==> src/rtl/axis_bram_adapter_s_axis_writer.sv <==
// ---------------------------------------------------------------------------
// axis_bram_adapter_s_axis_writer
//   AXI4-Stream slave that captures one packet into a BRAM write port, one
//   word per address starting at 0. When TLAST is accepted, the block raises
//   FRAME_DONE with the word count and an overflow flag. It then waits in HOLD
//   until user logic acknowledges with FRAME_ACK.
//
// Ports
//   S_AXIS_ACLK    in   sole clock, rising edge
//   S_AXIS_ARESET  in   synchronous reset, active-high
//   S_AXIS_TVALID  in   upstream beat valid
//   S_AXIS_TDATA   in   beat payload
//   S_AXIS_TSTRB   in   byte qualifiers, forwarded as byte write enables
//   S_AXIS_TLAST   in   last beat of packet
//   S_AXIS_TREADY  out  high while receiving
//   BRAM_EN        out  BRAM port enable (write cycle)
//   BRAM_WE        out  BRAM byte write enables
//   BRAM_ADDR      out  BRAM word address
//   BRAM_DIN       out  BRAM write data
//   FRAME_DONE     out  packet captured, held until FRAME_ACK
//   FRAME_LEN      out  words written for this packet
//   FRAME_OVF      out  packet exceeded C_BRAM_DEPTH, excess beats dropped
//   FRAME_ACK      in   frame consumed, re-arms the block
//
// state | meaning
// ------+-----------------------------------------------------------------
// RECV  | accepting beats, writing them to BRAM (or dropping them once full)
// HOLD  | frame reported, stream stalled until FRAME_ACK
// ---------------------------------------------------------------------------
module axis_bram_adapter_s_axis_writer #(
    parameter int C_S_AXIS_TDATA_WIDTH = 32,
    parameter int C_BRAM_ADDR_WIDTH    = 10,
    parameter int C_BRAM_DEPTH         = 1024
) (
    input  logic                              S_AXIS_ACLK,
    input  logic                              S_AXIS_ARESET,
    input  logic                              S_AXIS_TVALID,
    input  logic [C_S_AXIS_TDATA_WIDTH-1:0]   S_AXIS_TDATA,
    input  logic [C_S_AXIS_TDATA_WIDTH/8-1:0] S_AXIS_TSTRB,
    input  logic                              S_AXIS_TLAST,
    output logic                              S_AXIS_TREADY,
    output logic                              BRAM_EN,
    output logic [C_S_AXIS_TDATA_WIDTH/8-1:0] BRAM_WE,
    output logic [C_BRAM_ADDR_WIDTH-1:0]      BRAM_ADDR,
    output logic [C_S_AXIS_TDATA_WIDTH-1:0]   BRAM_DIN,
    output logic                              FRAME_DONE,
    output logic [C_BRAM_ADDR_WIDTH:0]        FRAME_LEN,
    output logic                              FRAME_OVF,
    input  logic                              FRAME_ACK
);

    localparam int AW = C_BRAM_ADDR_WIDTH;
    localparam int BW = C_S_AXIS_TDATA_WIDTH / 8;

    // One extra bit so the count can hold C_BRAM_DEPTH itself.
    localparam logic [AW:0] DEPTH_C = (AW+1)'(C_BRAM_DEPTH);

    typedef enum logic {
        RECV = 1'b0,
        HOLD = 1'b1
    } state_t;

    state_t        state;
    logic [AW:0]   count;
    logic          ovf;
    logic          has_room;
    logic          beat;

    assign S_AXIS_TREADY = (state == RECV);
    assign beat          = S_AXIS_TVALID && S_AXIS_TREADY;
    assign has_room      = (count < DEPTH_C);

    always_ff @(posedge S_AXIS_ACLK) begin
        if (S_AXIS_ARESET) begin
            state      <= RECV;
            count      <= '0;
            ovf        <= 1'b0;
            BRAM_EN    <= 1'b0;
            BRAM_WE    <= '0;
            BRAM_ADDR  <= '0;
            BRAM_DIN   <= '0;
            FRAME_DONE <= 1'b0;
            FRAME_LEN  <= '0;
            FRAME_OVF  <= 1'b0;
        end else begin
            // Write strobes are single-cycle; address/data hold their last values.
            BRAM_EN <= 1'b0;
            BRAM_WE <= '0;
            case (state)
                RECV: begin
                    if (beat) begin
                        if (has_room) begin
                            BRAM_EN   <= 1'b1;
                            BRAM_WE   <= S_AXIS_TSTRB;
                            BRAM_ADDR <= count[AW-1:0];
                            BRAM_DIN  <= S_AXIS_TDATA;
                            count     <= count + 1'b1;
                        end else begin
                            ovf <= 1'b1;
                        end
                        if (S_AXIS_TLAST) begin
                            // Report using the post-beat count and overflow state.
                            state      <= HOLD;
                            FRAME_DONE <= 1'b1;
                            FRAME_LEN  <= count + {{AW{1'b0}}, has_room};
                            FRAME_OVF  <= ovf | ~has_room;
                        end
                    end
                end
                HOLD: begin
                    if (FRAME_ACK) begin
                        state      <= RECV;
                        count      <= '0;
                        ovf        <= 1'b0;
                        FRAME_DONE <= 1'b0;
                        FRAME_LEN  <= '0;
                        FRAME_OVF  <= 1'b0;
                    end
                end
                default: state <= RECV;
            endcase
        end
    end

endmodule

==> config.mk <==
export PLATFORM = sky130hd
export DESIGN_NAME = axis_bram_adapter_s_axis_writer
export DESIGN_NICKNAME = d
export VERILOG_FILES = /design/src/rtl/axis_bram_adapter_s_axis_writer.sv
export SDC_FILE = /design/constraint.sdc
export NUM_CORES = 1
export LEC_CHECK = 0
export CAP_MARGIN = 10
export CORE_ASPECT_RATIO = 1.1
export CORE_UTILIZATION = 47
export CTS_CLUSTER_DIAMETER = 40
export DETAILED_ROUTE_END_ITERATION = 8
export HOLD_SLACK_MARGIN = 0.03
export PLACE_DENSITY = 0.84
export SETUP_SLACK_MARGIN = 0.3
export SLEW_MARGIN = 20
export SYNTH_ARGS = -nofsm -noshare
export SYNTH_HDL_FRONTEND = slang
export SYNTH_SLANG_ARGS = --single-unit
==> constraint.sdc <==
create_clock -name S_AXIS_ACLK -period 4.2 [get_ports S_AXIS_ACLK]
set_input_delay 1.05 -clock S_AXIS_ACLK [delete_from_list [all_inputs] [get_ports S_AXIS_ACLK]]
set_output_delay 1.05 -clock S_AXIS_ACLK [all_outputs]
set_load 0.01 [all_outputs]
### Yosys cells after proc, flatten, opt, wreduce, memory -nomap -nowiden

Index checks and enable logic that the tools add are counted.

| operators by class | value |
|---|---|
| magnitude comparators | 1 |
| reductions and logical operators | 7 |
| eq/ne operators | 5 |
| bitwise logic cells | 4 |
| muxes and demuxes | 22 |
| $add $sub $neg | 2 |

Operators with widths:

| operator | count |
|---|---|
| 11-bit 2-to-1 mux | 5 |
| 11-bit case mux with 2 select lines | 2 |
| 3-bit AND reduction | 4 |
| 11-bit by 1-bit adder with 11-bit output | 1 |
| 11-bit by 1-bit adder with 11-bit output, second input constant | 1 |
| 11-bit less-than comparator, second input constant | 1 |
| 1-bit 2-to-1 mux | 11 |
| 1-bit case mux with 2 select lines | 4 |
| 2-bit inequality test, second input constant | 3 |
| 2-bit by 1-bit inequality test with 1-bit output, second input constant | 2 |
| 4-bit OR reduction | 1 |
| 1-bit NOT | 3 |
| 3-bit OR reduction | 1 |
| 1-bit logical AND | 1 |
| 1-bit OR | 1 |

| storage, ports and cells | value |
|---|---|
| output and inout port bits | 61 |
| logic and storage cells | 51 |
| input port bits | 41 |
| register bits | 73 |

### Logic depth before layout (Yosys ltp)

Gate-level depths: netlist of run 1.

| logic depth | value |
|---|---|
| depth in word-level cells | 6 |
| gate-level depth with buffers | 7 |
| gate-level depth less buffers | 7 |

### Worst setup path after synthesis of run 1

OpenSTA, ideal clock, no wires.

| timing | value |
|---|---|
| kind | input port to flip-flop |
| from | in S_AXIS_TVALID |
| to | reg count[8] |
| path slack | 1.898 ns |
| path buffers | 1 |
| arrival time | 2.232 ns |
| library setup time | 0.071 ns |
| cell stages on the path | 5 |
| required time | 4.129 ns |
| cell sequence | or3b_1 > buf_2 > a211o_1 > or3_1 > a21oi_1 |

| between the ends | value |
|---|---|
| word-level cells in the longest chain between the ends | 3 |

RTL lines:

| what | line | source |
|---|---|---|
| start, declared | 37 | `input logic S_AXIS_TVALID,` |
| 1-bit logical AND | 70 | `assign beat = S_AXIS_TVALID && S_AXIS_TREADY;` |
| 2-bit by 1-bit inequality test with 1-bit output (no line) | - |  |
| 3-bit AND reduction (no line) | - |  |
| end signal, assigned | 97 | `count <= count + 1'b1;` |
| end, declared | 64 | `logic [AW:0] count;` |

Every way passes these cells.
A chain may end at the register's enable or synchronous reset.

### Final worst setup path of run 1

Ends and elaborated chain as after synthesis.

==> results.md, run 1 <==
- Status: complete, no violations
- Drt drc: 0
- Global placement routability congestion: 0.838
- Worst path max stage delay: 0.73 ns
- CP bufs+invs: 1
- Most frequent cells in the layout: clkdlybuf4s50_1, nand2_1, dfxtp_1
- Synth-to-Final Area Change: 47.5%
- CTS Hold Bufs: 0
- Finished Layout Cells: 500
- Vias: 2577
- Cells resized by post-CTS repair: 0
- Cell area after synthesis: 2730 µm²
- Syn Area/Cell: 8.31 µm²
- Pwr Density: 400 nW/µm²
- Die area: 6120 µm²
- Critical-path cell list: clkdlybuf4s50_1, or3b_2, a211o_1, or3_1, a21oi_1
- Max-Cap Viols: 0
- Syn_nets: 373
- Cell taking the most area after synthesis: dfxtp_1
- Worst Skew: 0.00629 ns
- Hold Path Class: flop to flop
- Delay-heaviest family, CP: simple AND/OR/NAND/NOR gates
- Clock Pin Slew Worst Setup and Hold Paths: 0.07 ns
- Crit-path slowest cell: or3b_2
- Synthesized netlist cell count: 329
- Root Driver: clkbuf_8
- Clock Latency Late Sink: 0.34 ns
- FMAX: 352 MHz
- R2R Path Start: state
- Synth top area share: 53.5%
- DR iter-0 viols: 155
- Row count: 28
- IO Port Bufs: 101
- # diodes: 0
- Type of origin of the critical path: primary input
- Initial core utilization: 49.7%
- Fin Hold WS: 0.455 ns
- TNS Setup: 0 ns
- TritonCTS Buffers: 9
- Die height: 82.0 µm
- Synth warn: 0
- Slew Limit Headroom: 59.4%
- CP max FO: 28
- All-Layer GR Usage: 23.2%
- Tmin final: 2.84 ns
- RSZ-0062 raised after global routing: no
- PnR worst setup slack: 1.36 ns
- Req. time, crit path: 4.47 ns
- Post-DR vias/cell: 5.15
- Die Wd: 74.7 µm
- CORE AREA: 5500 µm²
- Number of global-route vias before repair: 2437
- Crit end category: flop
- Post-CTS Setup Bufs: 0
- Wire per inst: 13.3 µm
- Fin crit share: 67.7%
- Placed insts: 484
- Initial antenna violation count: 0
- VDD IR max: 0.247 mV
- Total power draw: 0.00161 W
- Slew @ Worst Pin: 0.608 ns
- First-pass GRT wire length: 10800 µm
- Pre-CTS WS: 1.00 ns
- Gr ovfl total: 0
- Final Max Tran Viols: 0
- CTS tree: yes
- Yosys cell types: 29
- Antenna viol nets, final: 0
- Post-Route WL: 6630 µm
- Htree depth: 3
- Post-layout net count: 464
- Num ports: 102
- Largest net degree at the start of global routing: 56
- Setup crit start: S_AXIS_TVALID
- HP Start: BRAM_DIN[6]
- First-pass DRT Iterations: 4
- Crit Path Class: primary input to flop
- Share of layout cells above drive strength 1: 5.41%
- Sequential element share of the synthesized area: 53.5%
- TritonCTS Sinks: 73
- Maximum clock path buffer count: 2
- Lkg Pwr: 1.49 nW
- DP HPWL: 4390 µm
- Final hold violations: 0
- Yosys reg bits: 73
- Synth top area cells: dfxtp_1, nand2_1, a21oi_1
- Commonest non-fill, non-tap cell in the layout: clkdlybuf4s50_1
- Final Setup Violations: 0
- Crit path DAT: 3.11 ns
## layout make-up
class | count | area (µm²)
clock inverters | 4 | 97.6
fillers | 440 | 1470
inverters | 2 | 7.51
flip-flops and latches | 73 | 1460
multi-input cells | 230 | 1180
repair buffers | 104 | 1030
well taps | 75 | 93.8
clock buffers | 12 | 165
## sequential cells by signal, indices dropped and copies added, names as in the netlist
register	cells
FRAME_DONE	1
state	1
BRAM_EN	1
FRAME_LEN	11
BRAM_ADDR	10
FRAME_OVF	1
ovf	1
BRAM_DIN	32
BRAM_WE	4
count	11
## cells by family (layout without fill, tap and decap cells)
kind of cell	Yosys count	after routing	share of synthesized area, %
AND/OR/NAND/NOR	139	139	21.2
buffers and inverters	26	122	3.66
XOR/XNOR	16	16	5.13
AO/OA/AOI/OAI	72	72	15.2
flip-flops	73	73	53.5
adder cells (fa/ha/maj)	3	3	1.37
## where the power goes
part	total [W]	internal (W)	switching, W
combinational	0.000179	0.0000960	0.0000828
sequential	0.000734	0.000719	0.0000153
clock	0.000697	0.000443	0.000254
total	0.00161	0.00126	0.000352
## synthesized netlist by cell type
cell / count
a2111oi_2: 1
nor3_1: 3
a22o_1: 6
a21o_1: 1
xnor2_1: 6
dfxtp_1: 73
nand2_1: 95
o21ai_0: 2
clkbuf_1: 20
nand4_1: 2
buf_2: 2
nor2b_1: 1
nand3_1: 12
or3b_1: 1
nor2_1: 15
a211oi_1: 4
nand2b_1: 2
buf_1: 2
nor3b_1: 1
ha_1: 3
inv_1: 2
and2_1: 5
o21a_1: 1
xor2_1: 10
or3_1: 1
or2_1: 1
a21oi_1: 55
a211o_1: 1
a22oi_1: 1
## layer usage
metal	vias to the layer above	share of wire, %	global-route usage [%]	routed length (µm)
li1	1272	-	-	-
met1	1204	40	24.8	2620
met2	85	52	40.3	3420
met3	16	6.5	7.12	433
met4	0	2.4	12.6	157
met5	-	0	0	0
## worst register-to-register path, delay by kind of cell (launching register included)
family	cells	cell delay, ns
and+or+nand+nor	2	1.06
AOI/OAI and AO/OA	2	0.54
DFF	1	0.37
## through the flow
stage                     cell area (µm²)  util, %
after floorplan                      2730        -
after global placement               3770     68.5
after detailed placement             3770     68.5
after CTS                            4030     73.3
after global routing                 4030     73.3
final                                4030     73.3
## worst paths after layout
path / end / slack (ns) / cells after the start
max: count[8] / 1.36 / 5
max reg2reg: count[8] / 2.17 / 4
min reg2reg: BRAM_DIN[6] / 0.45 / 2
min: BRAM_DIN[6] / 0.45 / 2
No activity file was read; power rests on OpenSTA's default activity.
==> run 2, diff against run 1 <==
- CORE_UTILIZATION: 47 -> 39
- PLACE_DENSITY: 0.84 -> 0.75
- clock period: 4.2 -> 2.4 ns (I/O delays scaled with it)
==> results.md, run 2 (synthesis gave the netlist of run 1 again) <==
- CORE AREA: 6670 µm² (+21%)
- Delay-heaviest family, CP: simple AND/OR/NAND/NOR gates
- Critical-path cell list: clkdlybuf4s50_1, or3b_4, a211o_1, or3_1, a21oi_1
- Number of global-route vias before repair: 2398 (-1.6%)
- Initial core utilization: 41.0% (-8.7 points)
- Largest registers: BRAM_DIN: 32 flops, FRAME_LEN: 11 flops, count: 11 flops
- Status: complete, no violations
- Slew Limit Headroom: 71.7% (+12 points)
- Htree depth: 3 (unchanged)
- Row count: 31 (+11%)
- FMAX: 496 MHz
- # diodes: 0 (unchanged)
- TritonCTS Sinks: 73 (unchanged)
- Slew @ Worst Pin: 0.423 ns (-0.185 ns)
- First-pass GRT wire length: 11200 µm (+3.9%)
- Setup crit start: S_AXIS_TVALID
- Max-Cap Viols: 0 (unchanged)
- Max FFs per register: 32 (unchanged)
- Lkg Pwr: 1.52 nW (+2.5%)
- Register share of total power: 46.2% (+0.6 points)
- Maximum clock path buffer count: 2 (unchanged)
- Crit-path slowest cell: clkdlybuf4s50_1
- Antenna viol nets, final: 0 (unchanged)
- Gr ovfl total: 0 (unchanged)
- Worst Skew: 0.00678 ns (+0.000481 ns)
- Post-Route WL: 6790 µm (+2.3%)
- Final hold violations: 0 (unchanged)
- Biggest register: BRAM_DIN
- Net switching power: 0.000625 W (+78%)
- Clock power frac: 42.0% (-1.3 points)
- Switch share: 22.5% (+0.60 points)
- Die Wd: 81.8 µm (+9.5%)
- TritonCTS Buffers: 9 (unchanged)
- Fin crit share: 84.0%
- CP max FO: 4 (-86%)
- Pwr Density: 676 nW/µm² (+69%)
- Share of layout cells above drive strength 1: 7.14% (+1.7 points)
- Hold Path Stages: 2 (unchanged)
- DR iter-0 viols: 102 (-34%)
- Crit path DAT: 2.29 ns (-0.82 ns)
- Fill cells: 582 (+32%)
- Util after Layout: 61.7% (-12 points)
- R2R Path Start: count[3]
- First-pass DRT Iterations: 4 (unchanged)
- VDD IR max: 0.390 mV (+58%)
- Global placement routability congestion: 0.864 (+3.1%)
- Post-DR vias/cell: 4.90 (-5.0%)
- Vias: 2526 (-2.0%)
- R2r endpoint: count[8]
- HP Start: BRAM_DIN[25]
- Tmin final: 2.02 ns
- Num ports: 102 (unchanged)
- Synth-to-Final Area Change: 50.6%
- Die area: 7350 µm² (+20%)
- R2r setup slk: 0.69 ns (-1.48 ns)
- Post-layout net count: 473 (+1.9%)
- CTS tree: yes
- Initial antenna violation count: 0 (unchanged)
- Req. time, crit path: 2.68 ns (-1.79 ns)
- Drt drc: 0 (unchanged)
- R2r worst-path depth: 4 (unchanged)
- Clock Latency Late Sink: 0.34 ns (about the same)
- All-Layer GR Usage: 19.7% (-3.4 points)
- Internal power: 0.00216 W (+71%)
- Die height: 89.8 µm (+9.5%)
- Hold EP: BRAM_DIN[25]
- RSZ-0062 raised after global routing: no
- Largest net degree at the start of global routing: 45 (-20%)
- Final Max Tran Viols: 0 (unchanged)
- Most frequent cells in the layout: clkdlybuf4s50_1, nand2_1, dfxtp_1
- Clock Pin Slew Worst Setup and Hold Paths: 0.08 ns (about the same)
- Combinational Power Share: 11.8% (+0.7 points)
- Root Driver: clkbuf_8
- Crit Path Class: primary input to flop
- DP HPWL: 4790 µm (+9.2%)
- Worst path max stage delay: 0.48 ns (-0.25 ns)
- IO Port Bufs: 101 (unchanged)
- Fin Hold WS: 0.456 ns (+0.000856 ns)
- Type of origin of the critical path: primary input
- CP bufs+invs: 1 (unchanged)
- Wire per inst: 13.2 µm (-0.84%)
- Crit end category: flop
- Commonest non-fill, non-tap cell in the layout: clkdlybuf4s50_1
- Hold Path Class: flop to flop
- Final Setup Violations: 0 (unchanged)
-- run 2: cell types whose count changed in the layout (fill, tap and decap cells not counted) --
cell | before | now
a2111oi_2 | 1 | 0
clkbuf_8 | 12 | 10
or3b_2 | 1 | 0
clkinv_2 | 0 | 1
buf_12 | 0 | 1
or3b_4 | 0 | 1
a2111oi_4 | 0 | 1
clkbuf_1 | 0 | 1
buf_4 | 3 | 11
-- run 2: layout make-up --
type                    instances  area (µm²)  share of cell area [%]
clock buffers                  11         141                    3.44
repair buffers                113        1110                    26.9
flip-flops and latches         73        1460                    35.5
clock inverters                 5         103                    2.49
inverters                       2        7.51                   0.182
well taps                      82         103                    2.49
multi-input cells             230        1190                    28.9
-- run 2: layer usage --
| metal | vias up | track usage, % | share of wire [%] |
|---|---|---|---|
| met2 | 67 | 32.2 | 50 |
| met1 | 1168 | 23.8 | 42 |
| met5 | - | 0 | 0 |
| met3 | 13 | 5.79 | 5.7 |
| met4 | 0 | 7.89 | 1.7 |
| li1 | 1278 | - | - |
-- run 2: power groups by stage --
stage / combinational (W) / sequential, W / clock (W)
after floorplan: 0.000113 / 0.00133 / 0
after global placement: 0.000324 / 0.00131 / 0
after detailed placement: 0.000329 / 0.00131 / 0
after CTS: 0.000330 / 0.00129 / 0.00119
after global routing: 0.000359 / 0.00129 / 0.00125
final: 0.000328 / 0.00129 / 0.00117
-- run 2: stage by stage --
stage | std cells | setup slack, ns | instance area [µm²] | TNS (ns) | total power [W]
CTS | 516 | 0.303 | 4100 | 0 | 0.00281
global placement | 500 | -0.000680 | 3860 | -0.000680 | 0.00164
floorplan | 329 | 0.548 | 2730 | 0 | 0.00144
finish | 516 | 0.383 | 4120 | 0 | 0.00278
global route | 516 | 0.313 | 4120 | 0 | 0.00290
detailed placement | 500 | -0.0619 | 3860 | -0.0831 | 0.00164
-- run 2: timing repair --
item | CTS | global route
hold buffers | 0 | 0
endpoints found under the hold margin | 0 | 0
setup endpoints to repair | 0 | 3
buffers inserted | 0 | 0
gates resized for setup | 0 | 2
-- run 2: worst reg2reg max path, cell delays in order (launching register included) --
cell     delay [ns]
dfxtp_1        0.50
nand3_1        0.29
a211o_1        0.39
or3_1          0.32
a21oi_1        0.14
-- run 2: worst max path at each step --
stage	to	slack, ns	cells past startpoint
2_1_floorplan	count[8]	0.55	5
3_3_place_gp	count[9]	-0.0007	6
3_5_place_dp	count[9]	-0.06	6
4_1_cts	count[9]	0.30	6
5_1_grt	count[8]	0.31	5
6_report	count[8]	0.38	5
==> run 3, diff against run 2 <==
- clock period: 2.4 -> 1.6 ns (I/O delays scaled with it)
==> results.md, run 3 (synthesis gave the netlist of run 1 again) <==
- Fill cells: 515 (-12%)
- Fin area: 4790 µm² (+17%)
- Crit path DAT: 1.89 ns (-0.40 ns)
- Post-layout net count: 500 (+5.7%)
- Status: finished with violations
- Violated checks: negative setup slack
- Lkg Pwr: 2.09 nW (+37%)
- Maximum clock path buffer count: 2 (unchanged)
- Root Driver: clkbuf_8
- VDD IR max: 0.595 mV (+52%)
- First-pass DRT Iterations: 4 (unchanged)
- Initial antenna violation count: 0 (unchanged)
- Final Setup Violations: 1 (+1)
- Global-route met2 utilization: 35.3% (+3.1 points)
- Met1 Usage GRT: 24.4% (+0.59 points)
- Biggest register: BRAM_DIN
- Wire per inst: 16.1 µm (+23%)
- Number of global-route vias before repair: 2543 (+6.0%)
- Top Usage Layer GRT: met2
- R2r setup slk: -0.01 ns (-0.70 ns)
- Post-DP Area: 4020 µm² (+4.2%)
- All-Layer GR Usage: 20.8% (+1.1 points)
- Drt drc: 0 (unchanged)
- Post-Route WL: 8770 µm (+29%)
- Crit end category: flop
- IO Port Bufs: 101 (unchanged)
- Die height: 89.8 µm (unchanged)
- HP Start: BRAM_DIN[16]
- CORE AREA: 6670 µm² (unchanged)
- Antenna viol nets, final: 0 (unchanged)
- Htree depth: 3 (unchanged)
- Pwr Density: 888 nW/µm² (+31%)
- Req. time, crit path: 1.88 ns (-0.80 ns)
- Final hold violations: 0 (unchanged)
- Crit Path Class: flop to flop
- Num ports: 102 (unchanged)
- Most frequent cells in the layout: buf_2, nand2_1, dfxtp_2, a21oi_2, clkdlybuf4s50_1
- Die Wd: 81.8 µm (unchanged)
- Global placement routability congestion: 0.825 (-4.5%)
- DP HPWL: 5010 µm (+4.4%)
- Clock Latency Late Sink: 0.35 ns (about the same)
- Commonest non-fill, non-tap cell in the layout: buf_2
- Largest registers: BRAM_DIN: 32 flops, FRAME_LEN: 11 flops, count: 11 flops
- Gr ovfl total: 0 (unchanged)
- RSZ-0062 raised after global routing: yes
- Type of origin of the critical path: flop
- Hold Path Stages: 2 (unchanged)
- R2R Path Start: count[0]
- Worst Skew: 0.0121 ns (+0.00530 ns)
- Hold EP: BRAM_DIN[16]
- DR iter-0 viols: 117 (+15%)
- Initial core utilization: 41.0% (unchanged)
- PnR worst setup slack: -0.00973 ns (-0.393 ns)
- Fin Hold WS: 0.452 ns (-0.00314 ns)
- Final Max Tran Viols: 0 (unchanged)
- R2r worst-path depth: 5 (+1)
- R2r endpoint: count[8]
- # diodes: 0 (unchanged)
- Share of layout cells above drive strength 1: 57.7% (+51 points)
- Met3 Use GR: 4.97% (-0.81 points)
- CTS tree: yes
- Slew Limit Headroom: 71.0% (-0.70 points)
- FMAX: 621 MHz
- Tmin final: 1.61 ns
- Vias: 2820 (+12%)
- Post-DR vias/cell: 5.19 (+6.1%)
- CP max FO: 6 (+2)
- Max-Cap Viols: 0 (unchanged)
- First-pass GRT wire length: 11800 µm (+5.8%)
- Largest net degree at the start of global routing: 36 (-20%)
- Fin crit share: 101%
- Slew @ Worst Pin: 0.435 ns (+0.0115 ns)
- Die area: 7350 µm² (unchanged)
- Clock Pin Slew Worst Setup and Hold Paths: 0.08 ns (about the same)
- Synth-to-Final Area Change: 75.5%
- TritonCTS Sinks: 73 (unchanged)
- TritonCTS Buffers: 9 (unchanged)
- Max FFs per register: 32 (unchanged)
- Hold Path Class: flop to flop
- Row count: 31 (unchanged)
## run 3: metrics by stage
| stage | power [W] | instances | setup TNS, ns | worst slack (ns) | utilization [%] |
|---|---|---|---|---|---|
| 3_3_place_gp | 0.00249 | 512 | -22.50 | -0.585 | 60.2 |
| 5_1_grt | 0.00441 | 543 | -0.150 | -0.0540 | 71.9 |
| 6_report | 0.00426 | 543 | -0.00973 | -0.00973 | 71.9 |
| 2_1_floorplan | 0.00217 | 329 | -0.0513 | -0.0513 | - |
| 4_1_cts | 0.00406 | 533 | 0 | 0.0402 | 64.9 |
| 3_5_place_dp | 0.00250 | 512 | -23.96 | -0.616 | 60.2 |
## run 3: critical path: stages (launching register included)
cell and delay (ns):
dfxtp_2 0.43, ha_1 0.25, nand2_1 0.11, a211o_1 0.28, or3_4 0.34, a21oi_2 0.12
## run 3: timing repair
action,4_1_cts,5_1_grt
gates cloned,0,7
resized for setup,262,179
pin swaps,11,66
buffers inserted,5,3
endpoints found under the setup margin,128,101
hold buffers,0,0
## run 3: report_power, final
part / switching (W) / internal, W
registers: 0.0000437 / 0.00189
clock network: 0.000701 / 0.000926
logic: 0.000349 / 0.000344
total: 0.00109 / 0.00316
## run 3: worst max-delay path by stage
stage                     cells past startpoint  slack (ns)  endpoint     startpoint
after floorplan                               5       -0.05  count[8]  S_AXIS_TVALID
after global placement                        5       -0.58  count[8]  S_AXIS_TVALID
after detailed placement                      6       -0.62  count[8]  S_AXIS_TVALID
after CTS                                     4        0.04  count[8]          state
after global routing                          5       -0.05  count[8]       count[0]
final                                         5       -0.01  count[8]       count[0]
## run 3: routing by layer
| layer | up-vias | share of wire (%) | wire [µm] |
|---|---|---|---|
| li1 | 1342 | - | - |
| met4 | 0 | 2.7 | 235 |
| met3 | 24 | 4.7 | 408 |
| met2 | 85 | 53 | 4620 |
| met1 | 1369 | 40 | 3510 |
| met5 | - | 0 | 0 |
## run 3: area by class of cell
class,instances,area [µm²],share of cell area [%]
sequential,73,1510,31.5
multi-input combinational,230,1770,37.0
clock inverter,4,76.3,1.59
timing repair buffer,140,1170,24.5
clock buffer,12,145,3.03
inverter,2,10.0,0.209
tap,82,103,2.14
